--- config.mk ---
export PLATFORM = sky130hd
export DESIGN_NAME = mux_scan_n
export DESIGN_NICKNAME = d
export VERILOG_FILES = /design/src/rtl/mux_scan_n.sv
export SDC_FILE = /design/constraint.sdc
export NUM_CORES = 1
export LEC_CHECK = 0
export ABC_AREA = 1
export CORE_MARGIN = 4
export CORE_UTILIZATION = 25
export DETAILED_ROUTE_END_ITERATION = 7
export GPL_TIMING_DRIVEN = 1
export HOLD_SLACK_MARGIN = 0.1
export PLACE_DENSITY = 0.49
export SLEW_MARGIN = 10
export SYNTH_ARGS = -nofsm -noshare
export SYNTH_HDL_FRONTEND = slang
export SYNTH_SLANG_ARGS = --single-unit
--- constraint.sdc ---
create_clock -name clk_i -period 2.2 [get_ports clk_i]
set_clock_uncertainty 0.15 [all_clocks]
set_input_delay 0.44 -clock clk_i [delete_from_list [all_inputs] [get_ports clk_i]]
set_output_delay 0.44 -clock clk_i [all_outputs]
set_load 0.05 [all_outputs]
--- src/rtl/mux_scan_n.sv ---
// mux_scan_n
//
// Registered N:1 channel multiplexer with two modes. In manual mode the
// channel is picked by sel_i. In auto-scan mode the block visits every
// channel in turn and stays on each one for DWELL cycles. It feeds
// time-shared consumers such as one display driver or one serial output
// stage that has to read several sources in turn.
//
// Parameters
//   N      channel count (2..16)
//   W      data width per channel (1..32)
//   DWELL  cycles spent on each channel in scan mode (1..255)
//   SELW   derived select width, clog2(N) with a minimum of 1
//
// Ports
//   clk_i    clock, all state changes on the rising edge
//   rst_i    asynchronous active-high reset
//   en_i     global enable; when low every register holds and wrap_o drops
//   mode_i   0 = manual select, 1 = auto scan
//   hold_i   scan mode only: freezes channel advance and dwell count
//   sel_i    channel select used in manual mode
//   a_i      packed channel data, channel k is a_i[k*W +: W]
//   y_o      registered data of the selected channel
//   ch_o     channel currently driving y_o
//   valid_o  y_o holds legal channel data
//   wrap_o   one-cycle strobe when the scan goes from channel N-1 to 0
module mux_scan_n #(
    parameter int N     = 5,
    parameter int W     = 1,
    parameter int DWELL = 4,
    localparam int SELW = (N < 2) ? 1 : $clog2(N)
) (
    input  logic              clk_i,
    input  logic              rst_i,
    input  logic              en_i,
    input  logic              mode_i,
    input  logic              hold_i,
    input  logic [SELW-1:0]   sel_i,
    input  logic [N*W-1:0]    a_i,
    output logic [W-1:0]      y_o,
    output logic [SELW-1:0]   ch_o,
    output logic              valid_o,
    output logic              wrap_o
);

    localparam int CW = (DWELL < 1) ? 1 : $clog2(DWELL + 1);

    localparam logic [SELW-1:0] CH_LAST    = SELW'(N - 1);
    localparam logic [SELW:0]   CH_COUNT   = (SELW + 1)'(N);
    localparam logic [CW-1:0]   DWELL_LAST = CW'(DWELL - 1);

    typedef enum logic [1:0] {
        ST_IDLE   = 2'd0,
        ST_MANUAL = 2'd1,
        ST_SCAN   = 2'd2
    } state_t;

    state_t          state_q, state_d;
    logic [W-1:0]    y_q, y_d;
    logic [SELW-1:0] ch_q, ch_d;
    logic            valid_q, valid_d;
    logic            wrap_q, wrap_d;
    logic [CW-1:0]   cnt_q, cnt_d;

    logic            sel_in_range_s;
    logic            ch_in_range_s;

    // Returns the data of channel idx; out-of-range indices give zero.
    function automatic logic [W-1:0] chan_data(input logic [N*W-1:0] bus,
                                               input logic [SELW-1:0] idx);
        logic [W-1:0] res;
        res = '0;
        for (int k = 0; k < N; k++) begin
            if (idx == SELW'(k)) begin
                res = bus[k*W +: W];
            end else begin
                res = res;
            end
        end
        return res;
    endfunction

    // Range checks are done one bit wider so that N = 2**SELW still compares correctly.
    assign sel_in_range_s = ({1'b0, sel_i} < CH_COUNT);
    assign ch_in_range_s  = ({1'b0, ch_q}  < CH_COUNT);

    // Next-state and next-output logic for the mode FSM and the scan datapath.
    always_comb begin
        state_d = state_q;
        y_d     = y_q;
        ch_d    = ch_q;
        valid_d = valid_q;
        cnt_d   = cnt_q;
        wrap_d  = 1'b0;

        if (en_i) begin
            case (state_q)
                ST_IDLE, ST_MANUAL, ST_SCAN: begin
                    if (!mode_i) begin
                        // Manual: follow sel, blank the output on an illegal select.
                        state_d = ST_MANUAL;
                        ch_d    = sel_i;
                        cnt_d   = '0;
                        if (sel_in_range_s) begin
                            y_d     = chan_data(a_i, sel_i);
                            valid_d = 1'b1;
                        end else begin
                            y_d     = '0;
                            valid_d = 1'b0;
                        end
                    end else if (state_q != ST_SCAN) begin
                        // Scan entry: start on the current channel (or 0 if it is
                        // illegal) with a fresh dwell; this is not a wrap.
                        state_d = ST_SCAN;
                        cnt_d   = '0;
                        if (ch_in_range_s) begin
                            ch_d = ch_q;
                        end else begin
                            ch_d = '0;
                        end
                        y_d     = chan_data(a_i, ch_d);
                        valid_d = 1'b1;
                    end else begin
                        // Running scan: count dwell, advance channel mod N.
                        state_d = ST_SCAN;
                        valid_d = 1'b1;
                        if (hold_i) begin
                            cnt_d = cnt_q;
                            ch_d  = ch_q;
                        end else if (cnt_q == DWELL_LAST) begin
                            cnt_d = '0;
                            if (ch_q == CH_LAST) begin
                                ch_d   = '0;
                                wrap_d = 1'b1;
                            end else begin
                                ch_d = ch_q + SELW'(1);
                            end
                        end else begin
                            cnt_d = cnt_q + CW'(1);
                        end
                        // y is loaded from the channel that ch will show after this edge.
                        y_d = chan_data(a_i, ch_d);
                    end
                end
                default: begin
                    state_d = ST_IDLE;
                end
            endcase
        end else begin
            state_d = state_q;
        end
    end

    // FSM state register.
    always_ff @(posedge clk_i or posedge rst_i) begin
        if (rst_i) begin
            state_q <= ST_IDLE;
        end else begin
            state_q <= state_d;
        end
    end

    // Output and dwell-counter registers.
    always_ff @(posedge clk_i or posedge rst_i) begin
        if (rst_i) begin
            y_q     <= '0;
            ch_q    <= '0;
            valid_q <= 1'b0;
            wrap_q  <= 1'b0;
            cnt_q   <= '0;
        end else begin
            y_q     <= y_d;
            ch_q    <= ch_d;
            valid_q <= valid_d;
            wrap_q  <= wrap_d;
            cnt_q   <= cnt_d;
        end
    end

    assign y_o     = y_q;
    assign ch_o    = ch_q;
    assign valid_o = valid_q;
    assign wrap_o  = wrap_q;

endmodule

* Word level (Yosys, flattened, before mapping) *
Index checks and enable logic that the tools add are counted.

storage, ports and cells
  logic and storage cells = 82
  output and inout bits = 6
  bits of input ports = 13
  flip-flop bits (word level) = 11

operators by class
  add/sub/neg operators = 2
  equal/unequal tests = 18
  muxes and demuxes = 47
  magnitude comparators = 2
  reduce and logical (&&, ||, !) cells = 7

operators by type and width
  cell                                                   number
  two-way mux 3 bit                                      18
  two-way mux 1 bit                                      27
  equality test 3 x 2 -> 1 bit, second input constant    7
  equality test 3 bit, second input constant             4
  equality test 3 x 1 -> 1 bit, second input constant    3
  logical NOT 3 bit                                      3
  adder 3 x 1 -> 3 bit, second input constant            2
  < comparator 3 bit, second input constant              2
  two-way mux 2 bit                                      2
  inequality test 3 x 2 -> 1 bit, second input constant  1
  AND reduction 3 bit                                    1
  OR reduction 3 bit                                     1
  equality test 2 x 1 -> 1 bit, second input constant    1
  equality test 2 bit, second input constant             1
  logical NOT 2 bit                                      1
  inequality test 2 bit, second input constant           1
  AND reduction 2 bit                                    1

* Longest topological paths before layout *
Gate-level depths: netlist of run 1.

  depth in word-level cells = 16
  mapped depth = 13
  gate-level depth less buffers = 13

* Least setup slack after synthesis of run 1 *
OpenSTA, ideal clock, no wires.

  kind = flip-flop to flip-flop
  start point = register ch_q[1], in the netlist ch_o[1]
  end point = register y_q, in the netlist y_o
  slack = 0.198 ns
  arrival = 1.786 ns
  period minus slack after synthesis = 2.002 ns
  required time = 1.984 ns
  buffers on the path = 0
  stages on the path, launching flop included = 12
  library setup time = 0.066 ns
  path through = dfrtp_1 > inv_1 > ha_1 > inv_1 > nand2_2 > a21oi_2 > nand3_1 > nand2_1 > nand2_1 > nand2_1 > nand2_1 > nand2_1

on the way
  longest elaborated chain between the ends = 16
  elaborated cells on any way between the ends = 37
  those cells by class = 1 x add/sub; 1 x order compare; 9 x eq/ne; 24 x mux; 2 x reduce/logical

ends and longest elaborated chain
  element                                                             line      RTL
  start, declared                                                     60        logic [SELW-1:0] ch_q, ch_d;
  start signal, assigned                                              173       ch_q <= ch_d;
  adder 3 x 1 -> 3 bit / equality test 3 bit (equally long branches)  136, 132
  two-way mux 3 bit                                                   132       if (ch_q == CH_LAST) begin
  two-way mux 3 bit                                                   130       end else if (cnt_q == DWELL_LAST) begin
  two-way mux 3 bit                                                   127       if (hold_i) begin
  two-way mux 3 bit                                                   111       end else if (state_q != ST_SCAN) begin
  two-way mux 3 bit                                                   99        if (!mode_i) begin
  two-way mux 3 bit                                                   97        case (state_q)
  two-way mux 3 bit                                                   96        if (en_i) begin
  logical NOT 3 bit                                                   74        if (idx == SELW'(k)) begin
  two-way mux 1 bit (5 in a row)                                      74
  two-way mux 1 bit *                                                 111
  two-way mux 1 bit *                                                 99
  end signal, assigned                                                172       y_q <= y_d;
  end, declared                                                       59        logic [W-1:0] y_q, y_d;

Mark *: on every way between the ends. The rest lies on a longest branch, timed or not. The select of a mux whose other input is x is not followed.
A chain may end at the register's enable or synchronous reset.

* Worst setup path in the final report of run 1 *
  start point = register valid_q, in the netlist valid_o
  end point = output port valid_o

RTL lines
  element                 line  RTL
  start, declared         61    logic valid_q, valid_d;
  start signal, assigned  174   valid_q <= valid_d;
  end, declared           42    output logic valid_o,

No word-level cell between the ends.

==> impl_summary.log, run 1 <==
[metrics] final cell area excluding filler cells: 1110 µm²
[metrics] outcome: complete, no violations
[metrics] dominant combinational cell family by area after synthesis: simple AND/OR/NAND/NOR gates
[metrics] Final ANT Viol Nets: 0
[metrics] top cell family by delay on the critical path: buffers and inverters
[metrics] floorplan die width: 66.2 µm
[metrics] Final Hold Vio Count: 0
[metrics] fraction of post-synthesis cell area in the top cell type by area: 0.325
[metrics] simple logic cell fraction of the synthesized area: 0.334
[metrics] final slew viol count: 0
[metrics] synthesized cell area: 846 µm²
[metrics] cell accounting for the most synthesized area: sky130_fd_sc_hd__dfrtp_1
[metrics] total iterations of the first detailed-routing run: 4
[metrics] number of violations of the max-capacitance limit: 0
[metrics] required time at the worst-slack endpoint: 1.61 ns
[metrics] highest routed metal layer: met4
[metrics] violation count after the first detailed-routing iteration: 30
[metrics] count of mapped cells out of synthesis: 123
[metrics] share of cell area taken by muxes after synthesis: 0
[metrics] type of the worst setup path: reg2out
[metrics] setup repair after global routing missed its margin: false
[metrics] wire length of the first global-routing pass: 3780 µm
[metrics] min cycle time layout: 2.01 ns
[metrics] Synth Register Bits: 11
[metrics] sequential area share after synthesis: 0.325
[metrics] die extent in y: 66.2 µm
[metrics] Synth-to-Final Area Change: 30.9%
[metrics] sum of met2 wire segment lengths after detailed routing: 991 µm
[metrics] post-detailed-route DRC marker count: 0
[metrics] placement-stage cell area: 1080 µm²
[metrics] total half-perimeter wirelength after legalization and detailed placement: 1810 µm
[metrics] fraction of the mapped netlist area in compound gates: 0.185
[metrics] proportion of power drawn by the clock network: 0.192
[metrics] average instance area after synthesis: 6.88 µm²
[metrics] Power, Total: 723 µW
[metrics] worst hold path class: in2async
[metrics] number of synthesized flops with an enable pin: 0
[metrics] cts repair resizes: 0
[metrics] maximum clock frequency: 0.498 GHz
[metrics] wire length the detailed router placed on met1: 1090 µm
[metrics] number of input and output port buffers inserted: 18
[metrics] DR WL/cell: 11.6 µm
[metrics] largest net degree at the start of global routing: 12
[metrics] switching share of power: 0.423
[metrics] ratio of final minimum period to clock period: 0.913
[metrics] r2r setup slk: 0.42 ns
[metrics] Initial Util: 0.268
[metrics] number of placement rows: 20
[metrics] area of all sequential standard cells: 275 µm²
[metrics] Congestion Overflow GR: 0
[metrics] GRT Overall Usage: 0.112
[metrics] worst flop-to-flop path endpoint: y_o
[metrics] normalized max-slew margin: 0.666
[metrics] H-tree depth: 1
[metrics] weighted congestion at the end of routability-driven global placement: 0.880
[metrics] Netlist cell types: 26
[metrics] peak ir drop on the vdd network: 395 µV
[metrics] nets in the synthesized netlist: 139
[metrics] post-detailed-route via-to-cell ratio: 4.44
[metrics] final setup TNS: 0 ns
[metrics] Combinational Power Share: 0.459
[metrics] cell-internal power: 417 µW
[metrics] slowest CP cell: sky130_fd_sc_hd__clkdlybuf4s50_1
[metrics] Placed Instances: 186
[metrics] multi-input logic area: 477 µm²
[metrics] Pwr per Cell Area: 653 nW/µm²
[metrics] Synth warnings: 0
[metrics] layout cell share with drive strength beyond 1: 0.144
[metrics] Setup Buffers After CTS: 0
[metrics] Clk Latency, worst-skew pair: 0.27 ns
[metrics] kind of end point of the critical path: primary output
[metrics] crit path max fanout: 2
[metrics] Slowest Stage Delay on Critical Path: 0.80 ns
[metrics] initial antenna violation count: 0
[metrics] Worst Path Buf+Inv: 1
[metrics] ant diodes: 0
[metrics] TritonCTS Buffers: 3
[metrics] post-cts hold buffer count: 0
[metrics] CTS tree: built
[metrics] launching element type of the critical path: register
[metrics] CTS sink cnt: 11
[metrics] count of pins on the block boundary: 19
[metrics] static leakage: 0.000521 µW
[metrics] number of setup violations in the final report: 0
[metrics] Arrival @ worst endpoint: 1.42 ns
[metrics] primary flip-flop cell chosen by synthesis mapping: sky130_fd_sc_hd__dfrtp_1
[metrics] CTS root buffer: sky130_fd_sc_hd__clkbuf_4
[metrics] share of synthesized cell area in full adder, half adder and majority cells: 0.0444
[metrics] post-layout net count: 163
[metrics] via count of the first global-routing pass: 853
[metrics] transition at the pin with the smallest max-transition slack: 0.499 ns
[metrics] number of fill cells in the layout: 357
[metrics] total wire length: 2210 µm
[metrics] clock transition at the register clock pins on the worst setup and hold paths after CTS: 0.08 ns
[metrics] Worst R2R Path Depth: 11
[metrics] met3 routed WL: 116 µm
[metrics] sequential group share of total power: 0.349
[metrics] routed via count: 843
[metrics] P_sw: 306 µW
[metrics] die area: 4380 µm²
[metrics] buffer levels on the longest clock path: 2
[metrics] area of the placeable core: 3150 µm²
[metrics] non-filler cells in the finished layout: 190
[metrics] Critical Path, Cell by Cell: clkdlybuf4s50_1
[metrics] xor/xnor cell area share of the yosys netlist: 0
[metrics] share of flip-flops with an asynchronous set or reset after synthesis: 1.00
[metrics] largest cells by area after synthesis: sky130_fd_sc_hd__dfrtp_1 33%, sky130_fd_sc_hd__nand2_1 12%, sky130_fd_sc_hd__inv_1 9.8%
[metrics] critical register-to-register path startpoint: ch_o[0]
-- area by class of cell --
type / count / share of cell area
multi-input combinational: 87 / 0.431
tap: 44 / 0.0497
sequential: 11 / 0.249
inverter: 25 / 0.0847
clock buffer: 4 / 0.0237
timing repair buffer: 19 / 0.163
-- stage by stage --
| step | utilization | hold slack, ns | setup slack [ns] |
|---|---|---|---|
| 2_1_floorplan | - | 0.142 | 0.198 |
| 4_1_cts | 0.351 | 0.325 | 0.175 |
| 6_report | 0.351 | 0.310 | 0.192 |
| 3_3_place_gp | 0.343 | 0.390 | 0.174 |
| 3_5_place_dp | 0.343 | 0.390 | 0.137 |
| 5_1_grt | 0.351 | 0.348 | 0.141 |
-- power groups by stage --
stage	registers, µW	logic [µW]	clock network [µW]
CTS	253	334	146
detailed placement	257	333	0
global route	258	369	156
global placement	258	335	0
finish	252	332	139
floorplan	321	161	0
-- state kept, by name, indices dropped and copies added, names as in the netlist --
signal   flops
cnt_q        3
state_q      2
y_o          1
valid_o      1
ch_o         3
wrap_o       1
-- placed cells by master, fill, tap and decap left out, drive strengths merged, types with 3 or more instances in the layout --
master	n
ha	3
a21oi	10
inv	25
o21ai	11
buf	4
nand2	30
dfrtp	11
nand3	15
clkbuf	4
clkdlybuf4s50	15
nor2	8
-- how the worst max path moves through the flow --
| stage | from | endpoint | slack (ns) | cells past startpoint |
|---|---|---|---|---|
| after global placement | hold_i | y_o | 0.17 | 12 |
| after floorplan | ch_o[1] | y_o | 0.20 | 11 |
| after CTS | valid_o | valid_o | 0.18 | 1 |
| final | valid_o | valid_o | 0.19 | 1 |
| after detailed placement | hold_i | y_o | 0.14 | 12 |
| after global routing | valid_o | valid_o | 0.14 | 1 |
-- synthesized netlist by cell type (2+ instances only) --
cell type,n
sky130_fd_sc_hd__inv_1,22
sky130_fd_sc_hd__nor2_1,6
sky130_fd_sc_hd__o21ai_0,8
sky130_fd_sc_hd__a21oi_2,2
sky130_fd_sc_hd__ha_1,3
sky130_fd_sc_hd__nand2_2,3
sky130_fd_sc_hd__nand3_1,14
sky130_fd_sc_hd__inv_2,3
sky130_fd_sc_hd__o21ai_1,2
sky130_fd_sc_hd__o221ai_1,2
sky130_fd_sc_hd__nand2_1,26
sky130_fd_sc_hd__dfrtp_1,11
sky130_fd_sc_hd__a21oi_1,8
-- kinds of logic (layout without fill, tap and decap cells) --
logic type | count (synthesis) | count (layout)
AO/OA/AOI/OAI | 26 | 26
adder cells (fa/ha/maj) | 3 | 3
buffers and inverters | 25 | 48
flip-flops | 11 | 11
AND/OR/NAND/NOR | 58 | 58
-- routing by layer --
metal  global-route usage  vias to the layer above
met5                    0                        -
met1                0.151                      370
met4               0.0279                        0
met2                0.172                       18
li1                     -                      453
met3               0.0340                        2
No activity file was read; power rests on OpenSTA's default activity.
==> run 2: changes to the inputs <==
--- a/config.mk
+++ b/config.mk
@@ -12,6 +12,7 @@
 export GPL_TIMING_DRIVEN = 1
 export HOLD_SLACK_MARGIN = 0.1
 export PLACE_DENSITY = 0.49
+export SETUP_SLACK_MARGIN = 0.5
 export SLEW_MARGIN = 10
 export SYNTH_ARGS = -nofsm -noshare
 export SYNTH_HDL_FRONTEND = slang
==> constraint.sdc (replaced) <==
create_clock -name clk_i -period 2.2 [get_ports clk_i]
set_clock_uncertainty 0.15 [all_clocks]
set_input_delay 0.44 -clock clk_i [delete_from_list [all_inputs] [get_ports clk_i]]
set_output_delay 0.44 -clock clk_i [all_outputs]
set_load 0.01 [all_outputs]
==> impl_summary.log, run 2 (synthesized netlist as in run 1, its figures left out) <==
[metrics] buffer levels on the longest clock path: 2 (unchanged)
[metrics] required time at the worst-slack endpoint: 2.20 ns (+0.59 ns)
[metrics] proportion of power drawn by the clock network: 0.181 (-0.011)
[metrics] type of the worst setup path: in2reg
[metrics] Worst R2R Path Depth: 12 (+1)
[metrics] area of the placeable core: 3150 µm² (unchanged)
[metrics] GRT Overall Usage: 0.111 (-0.000433)
[metrics] Final ANT Viol Nets: 0 (unchanged)
[metrics] worst flop-to-flop path endpoint: y_o
[metrics] P_sw: 287 µW (-6.3%)
[metrics] Power, Total: 758 µW (+4.9%)
[metrics] CTS root buffer: sky130_fd_sc_hd__clkbuf_4
[metrics] Clk Latency, worst-skew pair: 0.27 ns (about the same)
[metrics] largest net degree at the start of global routing: 12 (unchanged)
[metrics] sequential group share of total power: 0.325 (-0.024)
[metrics] Final Hold Vio Count: 0 (unchanged)
[metrics] outcome: complete, no violations
[metrics] ratio of final minimum period to clock period: 0.781 (-0.132)
[metrics] post-detailed-route DRC marker count: 0 (unchanged)
[metrics] total wire length: 2370 µm (+7.1%)
[metrics] switching share of power: 0.378 (-0.0449)
[metrics] most frequent standard cell in the layout excluding fill and tap cells: sky130_fd_sc_hd__nand2_1
[metrics] area of all sequential standard cells: 279 µm² (+1.4%)
[metrics] die area: 4380 µm² (unchanged)
[metrics] Congestion Overflow GR: 0 (unchanged)
[metrics] worst setup path startpoint: sel_i[1]
[metrics] transition at the pin with the smallest max-transition slack: 0.421 ns (-0.0776 ns)
[metrics] ant diodes: 0 (unchanged)
[metrics] layout cell share with drive strength beyond 1: 0.281 (+0.137)
[metrics] wire length of the first global-routing pass: 3750 µm (-0.74%)
[metrics] number of input and output port buffers inserted: 18 (unchanged)
[metrics] total iterations of the first detailed-routing run: 4 (unchanged)
[metrics] DR WL/cell: 12.0 µm (+3.3%)
[metrics] number of fill cells in the layout: 358 (+0.28%)
[metrics] multi-input logic area: 551 µm² (+15%)
[metrics] kind of end point of the critical path: register
[metrics] via count of the first global-routing pass: 851 (-0.23%)
[metrics] number of setup violations in the final report: 0 (unchanged)
[metrics] final slew viol count: 0 (unchanged)
[metrics] violation count after the first detailed-routing iteration: 30 (unchanged)
[metrics] floorplan die width: 66.2 µm (unchanged)
[metrics] die extent in y: 66.2 µm (unchanged)
[metrics] number of placement rows: 20 (unchanged)
[metrics] post-detailed-route via-to-cell ratio: 4.60 (+3.7%)
[metrics] launching element type of the critical path: input port
[metrics] CTS sink cnt: 11 (unchanged)
[metrics] r2r setup slk: 0.54 ns (+0.12 ns)
[metrics] setup repair after global routing missed its margin: true
[metrics] count of pins on the block boundary: 19 (unchanged)
[metrics] static leakage: 0.000577 µW (+11%)
[metrics] clock transition at the register clock pins on the worst setup and hold paths after CTS: 0.07 ns (about the same)
[metrics] routed via count: 906 (+7.5%)
[metrics] Synth-to-Final Area Change: 48.2%
[metrics] worst hold path class: in2async
[metrics] critical register-to-register path startpoint: ch_o[1]
[metrics] TritonCTS Buffers: 3 (unchanged)
[metrics] number of violations of the max-capacitance limit: 0 (unchanged)
[metrics] final setup TNS: 0 ns (unchanged)
[metrics] H-tree depth: 1 (unchanged)
[metrics] peak ir drop on the vdd network: 312 µV (-21%)
[metrics] Initial Util: 0.268 (unchanged)
[metrics] initial antenna violation count: 0 (unchanged)
[metrics] Pwr per Cell Area: 605 nW/µm² (-7.4%)
[metrics] capturing element of the worst setup path: y_o
[metrics] total half-perimeter wirelength after legalization and detailed placement: 1770 µm (-2.3%)
[metrics] post-layout net count: 170 (+4.3%)
[metrics] cell-internal power: 471 µW (+13%)
[metrics] maximum clock frequency: 0.582 GHz (+17%)
[metrics] Combinational Power Share: 0.494 (+0.035)
[metrics] crit path max fanout: 3 (+1)
[metrics] most frequent cells in the layout: 21 x sky130_fd_sc_hd__nand2_1, 20 x sky130_fd_sc_hd__inv_1, 14 x sky130_fd_sc_hd__nand3_1
[metrics] weighted congestion at the end of routability-driven global placement: 0.836 (-4.9%)
[metrics] normalized max-slew margin: 0.719 (+0.0525)
[metrics] min cycle time layout: 1.72 ns (-0.290 ns)
[metrics] Arrival @ worst endpoint: 1.72 ns (+0.30 ns)
[metrics] post-cts hold buffer count: 0 (unchanged)
[metrics] CTS tree: built
==> run 2: cell count changes in the layout (fill, tap and decap cells not counted), sizes merged <==
cell / before / now
dlymetal6s2s: 0 / 1
buf: 4 / 8
dlygate4sd2: 0 / 6
clkdlybuf4s50: 15 / 11
==> run 2: layout make-up <==
| class | count | area share |
|---|---|---|
| repair buffers | 26 | 0.197 |
| flip-flops and latches | 11 | 0.223 |
| multi-input cells | 87 | 0.439 |
| well taps | 44 | 0.0439 |
| inverters | 25 | 0.0768 |
| clock buffers | 4 | 0.0210 |
==> run 2: metrics by stage <==
stage / setup slack (ns) / hold WS [ns] / area [µm²] / utilization / instances
3_3_place_gp: 0.173 / 0.383 / 1080 / 0.343 / 185
3_5_place_dp: 0.135 / 0.388 / 1080 / 0.343 / 185
5_1_grt: 0.418 / 0.341 / 1250 / 0.398 / 197
4_1_cts: 0.408 / 0.315 / 1190 / 0.379 / 194
2_1_floorplan: 0.509 / 0.142 / 846 / - / 123
6_report: 0.482 / 0.306 / 1250 / 0.398 / 197
==> run 2: power groups by stage <==
stage | combinational, µW | sequential [µW] | clock (µW)
after floorplan | 161 | 266 | 0
after global placement | 268 | 266 | 0
after detailed placement | 267 | 266 | 0
after CTS | 342 | 246 | 145
after global routing | 412 | 250 | 156
final | 374 | 246 | 137
==> run 2: critical path: stages <==
cell	delay (ns)
sky130_fd_sc_hd__clkdlybuf4s50_1	0.49
sky130_fd_sc_hd__inv_1	0.08
sky130_fd_sc_hd__o21ai_0	0.13
sky130_fd_sc_hd__o21ai_0	0.09
sky130_fd_sc_hd__o21ai_0	0.07
sky130_fd_sc_hd__o311ai_0	0.14
sky130_fd_sc_hd__a21boi_0	0.20
sky130_fd_sc_hd__nand2_1	0.07
==> run 2: worst min-delay path by stage <==
stage                 endpoint  slack, ns  cells after the start
CTS                 state_q[1]       0.32                      2
detailed placement    cnt_q[1]       0.39                      2
global placement      cnt_q[1]       0.38                      2
floorplan              ch_o[0]       0.14                      1
global route        state_q[0]       0.34                      2
finish              state_q[1]       0.31                      2
==> run 2: layer usage <==
metal | wire length (µm) | global-route usage | vias to the layer above
met4 | 18 | 0.0381 | 0
met3 | 85 | 0.0187 | 4
li1 | - | - | 463
met1 | 1140 | 0.143 | 421
met2 | 1120 | 0.187 | 18
met5 | 0 | 0 | -
==> run 2: repair_timing <==
item / CTS / global route
buffers inserted: 5 / 3
endpoints found under the setup margin: 9 / 7
gates cloned: 0 / 0
resized for setup: 21 / 12
pin swaps: 5 / 5
